$ cat src/rtl/duel_sequencer.sv
// Round controller for the two-ship duel: arbitrates fire, times the shot,
// resolves hit/miss against armor and tracks scores to a declared winner.
module duel_sequencer #(
    parameter int SHOT_CYCLES     = 8,
    parameter int COOLDOWN_CYCLES = 4,
    parameter int WIN_SCORE       = 3
) (
    input  logic       CLK,
    input  logic       RST,
    input  logic       START,
    input  logic       FIRE1,
    input  logic       FIRE2,
    input  logic [1:0] POS1,
    input  logic [1:0] POS2,
    input  logic       ARMOR1,
    input  logic       ARMOR2,
    output logic       SHOT_ACTIVE,
    output logic       SHOOTER,
    output logic       HIT,
    output logic       ARMOR_CLR1,
    output logic       ARMOR_CLR2,
    output logic [2:0] SCORE1,
    output logic [2:0] SCORE2,
    output logic       DONE,
    output logic [1:0] WINNER
);

    localparam int CNT_MAX = (SHOT_CYCLES > COOLDOWN_CYCLES) ?
                             SHOT_CYCLES : COOLDOWN_CYCLES;
    localparam int CW = (CNT_MAX > 1) ? $clog2(CNT_MAX) : 1;

    typedef enum logic [2:0] {
        IDLE, ARMED, FLIGHT, RESOLVE, COOLDOWN, OVER
    } state_t;

    state_t      state_q;
    logic [CW-1:0] cnt_q;
    logic [1:0]  pos_q;
    logic        shooter_q;
    logic        last_q;
    logic        active_q;
    logic        hit_q;
    logic        clr1_q;
    logic        clr2_q;
    logic [2:0]  score1_q;
    logic [2:0]  score2_q;
    logic        done_q;
    logic [1:0]  winner_q;

    logic        fire_d;
    logic        grant_p2_d;
    logic [1:0]  opp_pos_d;
    logic        opp_armor_d;
    logic        hit_d;
    logic [2:0]  score_next_d;
    logic        win_d;

    always_comb begin
        fire_d       = FIRE1 | FIRE2;
        // On a tie the player not granted last wins the arbitration
        grant_p2_d   = (FIRE1 & FIRE2) ? ~last_q : FIRE2;
        opp_pos_d    = shooter_q ? POS1 : POS2;
        opp_armor_d  = shooter_q ? ARMOR1 : ARMOR2;
        hit_d        = (opp_pos_d == pos_q) && (pos_q != 2'b11);
        score_next_d = (shooter_q ? score2_q : score1_q) + 3'd1;
        win_d        = hit_d && !opp_armor_d &&
                       (score_next_d == 3'(WIN_SCORE));
    end

    always_ff @(posedge CLK or posedge RST) begin
        if (RST) begin
            state_q   <= IDLE;
            cnt_q     <= '0;
            pos_q     <= 2'b00;
            shooter_q <= 1'b0;
            last_q    <= 1'b1;
            active_q  <= 1'b0;
            hit_q     <= 1'b0;
            clr1_q    <= 1'b0;
            clr2_q    <= 1'b0;
            score1_q  <= 3'd0;
            score2_q  <= 3'd0;
            done_q    <= 1'b0;
            winner_q  <= 2'b00;
        end else begin
            hit_q  <= 1'b0;
            clr1_q <= 1'b0;
            clr2_q <= 1'b0;
            unique case (state_q)
                IDLE, OVER: begin
                    if (START) begin
                        score1_q <= 3'd0;
                        score2_q <= 3'd0;
                        done_q   <= 1'b0;
                        winner_q <= 2'b00;
                        state_q  <= ARMED;
                    end
                end
                ARMED: begin
                    if (fire_d) begin
                        shooter_q <= grant_p2_d;
                        last_q    <= grant_p2_d;
                        pos_q     <= grant_p2_d ? POS2 : POS1;
                        cnt_q     <= CW'(SHOT_CYCLES - 1);
                        active_q  <= 1'b1;
                        state_q   <= FLIGHT;
                    end
                end
                FLIGHT: begin
                    if (cnt_q == '0) begin
                        active_q <= 1'b0;
                        state_q  <= RESOLVE;
                    end else begin
                        cnt_q <= cnt_q - CW'(1);
                    end
                end
                RESOLVE: begin
                    if (hit_d) begin
                        hit_q <= 1'b1;
                        if (opp_armor_d) begin
                            clr1_q <= shooter_q;
                            clr2_q <= ~shooter_q;
                        end else if (shooter_q) begin
                            score2_q <= score_next_d;
                        end else begin
                            score1_q <= score_next_d;
                        end
                    end
                    if (win_d) begin
                        done_q   <= 1'b1;
                        winner_q <= shooter_q ? 2'b10 : 2'b01;
                        state_q  <= OVER;
                    end else begin
                        cnt_q   <= CW'(COOLDOWN_CYCLES - 1);
                        state_q <= COOLDOWN;
                    end
                end
                COOLDOWN: begin
                    if (cnt_q == '0) begin
                        state_q <= ARMED;
                    end else begin
                        cnt_q <= cnt_q - CW'(1);
                    end
                end
                default: state_q <= IDLE;
            endcase
        end
    end

    assign SHOT_ACTIVE = active_q;
    assign SHOOTER     = shooter_q;
    assign HIT         = hit_q;
    assign ARMOR_CLR1  = clr1_q;
    assign ARMOR_CLR2  = clr2_q;
    assign SCORE1      = score1_q;
    assign SCORE2      = score2_q;
    assign DONE        = done_q;
    assign WINNER      = winner_q;

endmodule
$ cat config.mk
export PLATFORM = sky130hd
export DESIGN_NAME = duel_sequencer
export DESIGN_NICKNAME = d
export VERILOG_FILES = /design/src/rtl/duel_sequencer.sv
export SDC_FILE = /design/constraint.sdc
export NUM_CORES = 1
export LEC_CHECK = 0
export BUFFER_PORTS_ARGS = -buffer_cell sky130_fd_sc_hd__buf_4
export CORE_MARGIN = 10
export CORE_UTILIZATION = 39
export CTS_CLUSTER_SIZE = 12
export DETAILED_ROUTE_END_ITERATION = 7
export PLACE_DENSITY = 0.61
export SLEW_MARGIN = 25
export SYNTH_ARGS = -nofsm -noshare
export SYNTH_HDL_FRONTEND = slang
export SYNTH_SLANG_ARGS = --single-unit
$ cat constraint.sdc
create_clock -name CLK -period 5.1 [get_ports CLK]
set_clock_uncertainty 0.2 [all_clocks]
set_input_delay 1.275 -clock CLK [delete_from_list [all_inputs] [get_ports CLK]]
set_output_delay 1.275 -clock CLK [all_outputs]
set_load 0.02 [all_outputs]
Word level (Yosys, flattened, before mapping)
Cells that the tools add are included.

storage, ports and cells
  input bits = 11
  logic and storage cells = 98
  bits in registers = 23
  output and inout port bits = 14

cells by class
  add/sub/neg operators = 2
  reduce and logical (&&, ||, !) cells = 18
  equal/unequal tests = 19
  bitwise gates (word level) = 4
  mux-type cells = 42

operators with widths
  operator                                                            count
  3-bit 2-to-1 mux                                                    15
  2-bit != test, second input constant                                12
  1-bit 2-to-1 mux                                                    15
  3-bit case mux with 5 select lines                                  1
  3-bit case mux with 2 select lines                                  2
  2-bit 2-to-1 mux                                                    5
  5-bit AND reduction                                                 2
  3-bit by 2-bit == test with 1-bit output, second input constant     3
  3-bit case mux with 3 select lines                                  1
  4-bit AND reduction                                                 2
  3-bit == test, second input constant                                2
  3-bit zero test                                                     2
  3-bit AND reduction                                                 2
  1-bit case mux with 2 select lines                                  2
  2-bit case mux with 2 select lines                                  1
  2-bit nonzero test                                                  2
  2-bit OR reduction                                                  2
  3-bit by 1-bit adder with 3-bit output, second input constant       1
  3-bit by 1-bit == test with 1-bit output, second input constant     1
  1-bit logical AND                                                   3
  3-bit nonzero test                                                  1
  3-bit by 1-bit subtractor with 3-bit output, second input constant  1
  2-bit == test                                                       1
  1-bit inverter                                                      2
  other kinds (4)                                                     4

Depth between registers and ports, before layout
Gate-level depths: netlist (run 1).

  depth in word-level cells = 7
  mapped depth = 9
  mapped depth without buffers = 7

Least setup slack after synthesis (run 1)
Ideal clock, no wire load.

  kind = input to register
  from = input port POS1[0]
  to = register score2_q[1] (netlist: SCORE2[1])
  path buffers = 0
  data required time = 4.779 ns
  path slack = 2.462 ns
  cell stages on the path = 5
  setup time = 0.121 ns
  arrival time = 2.317 ns
  cell sequence = mux2i_1 > mux2i_1 > a32oi_1 > or2_1 > a22o_1

on the way
  cells in the longest elaborated chain, start to end = 5

RTL lines
  element                        RTL line  RTL
  from (decl)                    13        input logic [1:0] POS1,
  2-bit 2-to-1 mux               62        opp_pos_d = shooter_q ? POS1 : POS2;
  2-bit == test                  64        hit_d = (opp_pos_d == pos_q) && (pos_q != 2'b11);
  1-bit logical AND              64
  2-bit != test (no line)        n/a
  5-bit AND reduction (no line)  n/a
  to (signal assigned)           124       score2_q <= score_next_d;
  to (decl)                      46        logic [2:0] score2_q;

Every way passes these cells.
A chain may end at the register's enable or synchronous reset.

Worst setup path after layout (run 1)
  from = register shooter_q (netlist: SHOOTER)
  to = output port SHOOTER

RTL lines
  element                 RTL line  RTL
  from (decl)             39        logic shooter_q;
  from (signal assigned)  101       shooter_q <= grant_p2_d;
  to (decl)               18        output logic SHOOTER,

No word-level cell between the ends.

==> results of run 1 <==
==> state kept, by name, summed over array words and instances, names as in the netlist <==
signal and cells:
SHOT_ACTIVE 1, ARMOR_CLR2 1, DONE 1, SCORE1 3, SHOOTER 1, ARMOR_CLR1 1
last_q 1, cnt_q 3, pos_q 2, SCORE2 3, HIT 1, WINNER 2
state_q 3
==> area by class of cell <==
type                    count  area [sq um]  share of cell area (%)
inverters                  10          37.5                    2.42
clock buffers               4          26.3                    1.69
repair buffers             24           180                    11.6
well taps                  46          57.6                    3.70
multi-input cells         103           676                    43.5
flip-flops and latches     23           577                    37.1
==> power breakdown <==
part	switching (mW)	internal, mW	total (mW)
Clock	0.0547	0.0305	0.0852
Sequential	0.0878	0.232	0.320
Combinational	0.176	0.147	0.323
==> Yosys cell counts, types with 2 or more instances <==
cell type | count | area (sq um)
sky130_fd_sc_hd__a211oi_1 | 2 | 15.0
sky130_fd_sc_hd__nor2_1 | 11 | 41.3
sky130_fd_sc_hd__o22ai_1 | 2 | 12.5
sky130_fd_sc_hd__nand2b_1 | 6 | 37.5
sky130_fd_sc_hd__nor2b_1 | 2 | 12.5
sky130_fd_sc_hd__ha_1 | 4 | 50.1
sky130_fd_sc_hd__nand2_1 | 12 | 45.0
sky130_fd_sc_hd__a21o_1 | 2 | 15.0
sky130_fd_sc_hd__mux2i_1 | 8 | 80.1
sky130_fd_sc_hd__dfrtp_1 | 22 | 551
sky130_fd_sc_hd__o21ai_0 | 8 | 40.0
sky130_fd_sc_hd__xor2_1 | 4 | 35.0
sky130_fd_sc_hd__clkbuf_1 | 3 | 11.3
sky130_fd_sc_hd__o21ai_1 | 3 | 15.0
sky130_fd_sc_hd__and2_1 | 2 | 12.5
sky130_fd_sc_hd__o211ai_1 | 2 | 15.0
sky130_fd_sc_hd__a21oi_1 | 7 | 35.0
sky130_fd_sc_hd__or2_1 | 2 | 12.5
sky130_fd_sc_hd__inv_1 | 10 | 37.5
sky130_fd_sc_hd__nor3_1 | 5 | 25.0
sky130_fd_sc_hd__a31oi_1 | 2 | 12.5
sky130_fd_sc_hd__and3_1 | 2 | 12.5
==> layer usage <==
metal	share of wire, %	vias to the layer above
met5	0	-
met1	43	516
met3	5.5	2
met4	0.48	0
met2	51	23
li1	-	545
==> worst paths after layout <==
| kind | startpoint | to | slack [ps] | depth (start not counted) |
|---|---|---|---|---|
| worst max-delay path | SHOOTER | SHOOTER | 2290 | 1 |
| worst min-delay path | DONE | DONE | 300 | 2 |
| worst max register to register | SHOOTER | state_q[0] | 2690 | 7 |
| worst min register to register | DONE | DONE | 300 | 2 |
| max in group asynchronous | RST | WINNER[0] | 3220 | 2 |
| min in group asynchronous | RST | ARMOR_CLR2 | 930 | 2 |
==> stage by stage <==
step / worst slack, ps / util (%) / instance area, sq um / instances / power (mW)
finish: 2290 / 46.9 / 1550 / 210 / 0.728
global route: 2170 / 46.9 / 1550 / 210 / 0.799
CTS: 2270 / 46.9 / 1550 / 210 / 0.738
detailed placement: 2210 / 46.1 / 1530 / 206 / 0.652
global placement: 2260 / 46.1 / 1530 / 206 / 0.635
floorplan: 2460 / - / 1320 / 141 / 0.568
==> cell families after synthesis <==
logic type / after synthesis / share of synthesized area, %
AO/OA/AOI/OAI: 38 / 19.5
AND/OR/NAND/NOR: 48 / 18.6
adder cells (fa/ha/maj): 4 / 3.80
XOR/XNOR: 5 / 3.32
flip-flops: 23 / 43.8
multiplexers: 8 / 6.08
buffers and inverters: 15 / 4.94
==> impl.org, run 1 <==
** Floorplan
- The die is between 70 and 80 um wide.
- Top-level port count :: 25
- The die covers ~6000 sq um.
- Die extent in y :: 78.1 um
- After floorplanning, the core was divided into 21 placement rows.
- Core ar. :: approximately 3300 sq um
- Starting Density :: roughly 40%

** Synthesis
- Yosys printed 0 warnings.
- Number of synthesized register bits :: 23
- The cell area that synthesis handed to floorplanning was 1320 sq um.
- The number of different library cells used by synthesis comes to 42.
- After synthesis, flip-flops and latches occupy about 44% of the total area.
- A synthesized cell averages just over 9 sq um.
- Number of enable-type register cells in the synthesized netlist :: 0
- After technology mapping, the gate count stands at roughly 140.
- Ys flop type :: sky130_fd_sc_hd__dfrtp_1
- Counting flops with an async set or reset pin after synthesis yields a share of 100%.
- Net count after synthesis :: ~160

** Critical path
- Crit path DAT :: 1340 ps
- Data required time of the critical path :: 3620 ps
- Among all stages on the critical path, the largest delay is contributed by sky130_fd_sc_hd__dfrtp_1.
- On the worst path, the slowest cell contributes a delay of around 770 ps.
- Critical path peak fanout :: 18
- Together, buffers and inverters on the worst path number 1.
- Category of the most critical setup path :: flop to output port
- Ordered cell list for the critical path :: buf_4
- The kind of cell with the highest combined delay along the critical path is flip-flops.
- Kind of capture point of the worst setup path :: output port
- The worst setup path is launched from a flop.

** STA
- For the pin with the worst max-slew slack, the measured transition is roughly 880 ps.
- Setup repair after global routing left no endpoint under its margin.
- Fmax :: 0.356 GHz
- Adding up every negative setup slack in the final design gives 0 ps.
- The final-report max-slew violation count is 0.
- Final hold vios :: 0
- Hold timing on the final database bottoms out at a slack of 299 ps.
- Final setup violation count :: 0
- After layout, the worst path uses a little under three fifths of the clock period.
- Clock period minus worst slack :: about 2800 ps
- The worst pin sits at a relative slew slack of around two fifths.

** Pwr
- Peak VDD IR :: slightly below 0.2 mV
- Leakage power :: between 0.7 and 0.8 nW
- Power per cell area :: between 400 and 500 nW/um^2

** Clock tree
- The tree built by TritonCTS fans out to 23 sinks.
- Clock latency on the worst-skew pair, taken at its later pin, is 310 ps.
- The clock passes through at most 2 buffers.
- Post-CTS setup buffer count :: 0
- TritonCTS built the clock tree.
- Clock-pin slew was measured on the worst setup and hold paths at about 130 ps.
- The tree is rooted in a sky130_fd_sc_hd__clkbuf_4.
- Number of hold-repair buffers added at the cts stage :: 0
- After clock tree synthesis, the repair step resized 0 gates.
- Total clock buffers created by CTS :: 3
- CTS H-tree depth :: 1

** Cells and area
- Area growth syn-to-layout :: 17.9%
- The filler cells instantiated in the layout total ~350.
- 0 antenna diodes ended up in the layout.
- Number of nets in the layout :: 180
- Commonest cells after routing, fill and taps aside :: sky130_fd_sc_hd__buf_4 (24), sky130_fd_sc_hd__dfrtp_1 (22), sky130_fd_sc_hd__nand2_1 (12), sky130_fd_sc_hd__nor2_1 (11), sky130_fd_sc_hd__inv_1 (10)
- The post-route netlist has roughly a fifth of its cells at a drive strength greater than 1.
- Leaving out fill and tap cells, the most frequent cell in the layout is sky130_fd_sc_hd__buf_4.

** Place
- During placement, the flow inserted port buffers numbering 24.
- At the end of routability-driven placement, the weighted congestion stood at between 0.7 and 0.8.
- Hpwl dp :: approximately 2300 um

** Global route
- The initial antenna violation count came to 0.
- Global routing finished with a remaining overflow of 0.
- Entering global routing, the biggest net connects 24 pins.
- Number of global-route vias before repair :: around 1100
- Met2 track demand over resource :: between 10% and 20%
- Met3 capacity usage during global routing :: around 2.4%
- Global routing used between 10% and 20% of the available met1 tracks.
- Total routing usage reported by global routing :: roughly 9.9%
- The first global-routing pass estimated between 5000 and 6000 um of wire.
- Most congested layer reported by global routing :: met2

** Routing
- DRC violations left :: 0
- First-iteration detailed-routing DRC count :: between 40 and 50
- Via density per instance :: around 5.2
- Via count of the routed design :: about 1100
- The routed design has roughly 2900 um of wire.
- Antenna Nets Post-Route :: 0
- The first detailed-routing pass took 4 iterations.
- In the final routed layout, each cell accounts on average for 13.8 um.

** Job
- Count of maximum capacitance violations :: 0

** Hold path
- The tightest min-delay check is of the flop to flop type.

** Status
- Status :: finished, final reports clean
Note: power is estimated with default switching activity, not from simulation.
==> inputs of run 2 (changes only) <==
--- a/config.mk
+++ b/config.mk
@@ -10,7 +10,7 @@
 export CORE_UTILIZATION = 39
 export CTS_CLUSTER_SIZE = 12
 export DETAILED_ROUTE_END_ITERATION = 7
-export PLACE_DENSITY = 0.61
+export PLACE_DENSITY = 0.63
 export SLEW_MARGIN = 25
 export SYNTH_ARGS = -nofsm -noshare
 export SYNTH_HDL_FRONTEND = slang
==> constraint.sdc (replaced) <==
create_clock -name CLK -period 2.58 [get_ports CLK]
set_clock_uncertainty 0.2 [all_clocks]
set_input_delay 0.645 -clock CLK [delete_from_list [all_inputs] [get_ports CLK]]
set_output_delay 0.645 -clock CLK [all_outputs]
set_load 0.02 [all_outputs]
==> run 2 against run 1 <==
Worst setup slack worse by 2000 ps. Critical path type is now flop to flop. Wire length down 3.6%. Total power up 99%. Combinational power is 100% higher. Critical endpoint is now cnt_q[2]. Sequential power grew 95%. Global-route usage down 0.70 points. Worst hold slack lost 140 ps. Final area rose by 0.97%.
==> impl.org, run 2 (synthesized netlist as in run 1, its figures left out) <==
** Status
- Status :: finished, final reports clean

** Floorplan
- Starting Density :: about two fifths
- The die covers just over 6000 sq um.
- In this run the horizontal extent of the chip is between 70 and 80 um.
- Row generation in the floorplan step produced 21 rows.
- The die is approximately 78 um tall.
- Core ar. :: between 3000 and 4000 sq um
- Top-level port count :: 25

** Place
- Number of I/O port buffers :: 24
- Counting tap cells, the placed design contains a total of about 210 instances.
- Final Wtd Congestion :: around 0.83
- The wire-length estimate of the detail-placed layout is between 2000 and 2500 um.

** Cells and area
- After the last flow step, the layout net total stands at approximately 180.
- Relative to the synthesized area, the layout overhead comes to 19.1%.
- Final Core Density :: 47.4%
- Leading cell type in the layout, fill and taps excluded :: sky130_fd_sc_hd__buf_4
- The library cells used most frequently in the layout, excluding fill and tap cells, are sky130_fd_sc_hd__buf_4 (26), sky130_fd_sc_hd__dfrtp_1 (22), sky130_fd_sc_hd__nand2_1 (12), sky130_fd_sc_hd__nor2_1 (11), sky130_fd_sc_hd__inv_1 (10).
- Fraction of layout cells with a size suffix above 1 :: 19.9%
- Excluding fillers, the count of instances in the completed layout stands at between 200 and 250.
- Antenna diodes :: 0

** Clock tree
- CTS built an H-tree with a depth of 1.
- Total clock buffers created by CTS :: 3
- Count of instances resized after the clock tree is built :: 0
- For the worst-skew pair, the clock arrives at the later sink with an insertion delay of approximately 310 ps.
- No sink is reached through more buffers than the 2 on the longest clock path.
- Once the clock tree was built, the setup fixing pass inserted 0 buffers.
- Clock-pin slew was measured on the worst setup and hold paths at roughly 130 ps.
- CTS tree :: built
- Hold repair after CTS inserted 0 buffers.
- Root Driver :: sky130_fd_sc_hd__clkbuf_4
- Clk sink count :: 23

** STA
- At the pin with the least slew margin, the transition time is 502 ps.
- Final hold vios :: 0
- Setup violations remaining at the end of the flow were counted as 0.
- Clock period minus worst slack :: 2270 ps
- Setup tns final :: 0 ps
- Setup repair after global routing missed its margin :: false
- After layout, the worst path uses 88.0% of the clock period.
- Final hold analysis gives a worst-case slack of 160 ps.
- Slew Viols, Final :: 0
- Slew HR :: between 60% and 70%
- Derived from the worst setup path, the maximum achievable clock frequency is ~0.44 GHz.

** Global route
- The first global-routing pass estimated 4820 um of wire.
- Summed over all layers, the global routing overflow is 0.
- Number of antenna violations at the first check in global routing :: 0
- Largest net degree at the start of global routing :: 24
- Total routing usage reported by global routing :: a little under a tenth
- Number of global-route vias before repair :: 1063

** Routing
- Pre-Repair DR Iteration Count :: 4
- Across all layers, the routed design uses ~1100 vias.
- Dividing the detail-routed wire length by the instance count gives around 13 um.
- Via density per instance :: 5.17
- DRC violations left :: 0
- DRT Wirelength :: ~2800 um
- The detailed router finished its first iteration with 91 violations.
- In this run the remaining antenna-violating nets after routing total 0.

** Critical path
- Ordered cell list for the critical path :: mux2i_1, inv_1, ha_1, xor2_1, nand2_1, or2_4, o21ai_1
- Critical path peak fanout :: 13
- Worst path buffer plus inverter count :: 1
- Critical Path Start Type :: flop
- The setup path with the least slack is of type flop to flop.
- Top cell family by delay on the critical path :: flip-flops
- Crit path DAT :: between 2000 and 2500 ps
- Kind of capture point of the worst setup path :: flop
- Data required time of the critical path :: 2610 ps
- Critical Path Slowest Stage Cell :: sky130_fd_sc_hd__dfrtp_1
- Largest incremental delay on the critical path :: roughly 680 ps

** Hold path
- Worst hold-check path type :: primary input to async pin

** Pwr
- Leakage power :: around 0.74 nW
- The completed layout was analyzed and its total power is between 1 and 1.5 mW.
- In this run the power density over the cells is approximately 920 nW/um^2.
- Peak VDD IR :: about 0.46 mV

** Job
- Count of maximum capacitance violations :: 0
run 2: cell count changes in the layout (fill, tap and decap cells not counted), sizes merged:
cell / before / now
buf: 24 / 26
run 2: final cells by class:
type                       count  area, sq um
multi-input combinational    103          676
tap                           46         57.6
sequential                    23          577
timing repair buffer          26          195
inverter                      10         37.5
clock buffer                   4         26.3
fill                         351         1740
run 2: path summary, 6_finish.rpt:
kind / slack [ps] / cells past startpoint / startpoint / to
max: 310 / 7 / SHOOTER / cnt_q[2]
min: 160 / 3 / RST / ARMOR_CLR2
max reg2reg: 310 / 7 / SHOOTER / cnt_q[2]
min reg2reg: 300 / 2 / DONE / DONE
max in group asynchronous: 1740 / 3 / RST / last_q
min in group CLK: 300 / 2 / DONE / DONE
run 2: worst register-to-register path, cell delays in order (launching register included):
cell	delay (ps)
sky130_fd_sc_hd__dfrtp_1	680
sky130_fd_sc_hd__mux2i_1	310
sky130_fd_sc_hd__inv_1	70
sky130_fd_sc_hd__ha_1	210
sky130_fd_sc_hd__xor2_1	180
sky130_fd_sc_hd__nand2_1	140
sky130_fd_sc_hd__or2_4	280
sky130_fd_sc_hd__o21ai_1	140
run 2: per-layer routing:
layer,track usage (%),wire length [um]
met4,3.41,18
met3,3.19,174
met2,14.3,1290
met5,0,0
met1,11.5,1320
run 2: metrics by stage:
step / instance area (sq um) / setup slack (ps)
after floorplan: 1320 / 296
after global placement: 1540 / 359
after detailed placement: 1540 / 324
after CTS: 1570 / 311
after global routing: 1570 / 117
final: 1570 / 309
run 2: report_power, final:
part	internal (mW)	switching (mW)	leakage, nW
logic	0.302	0.359	0.438
clock network	0.0602	0.104	0.0150
registers	0.459	0.164	0.289
total	0.822	0.627	0.742
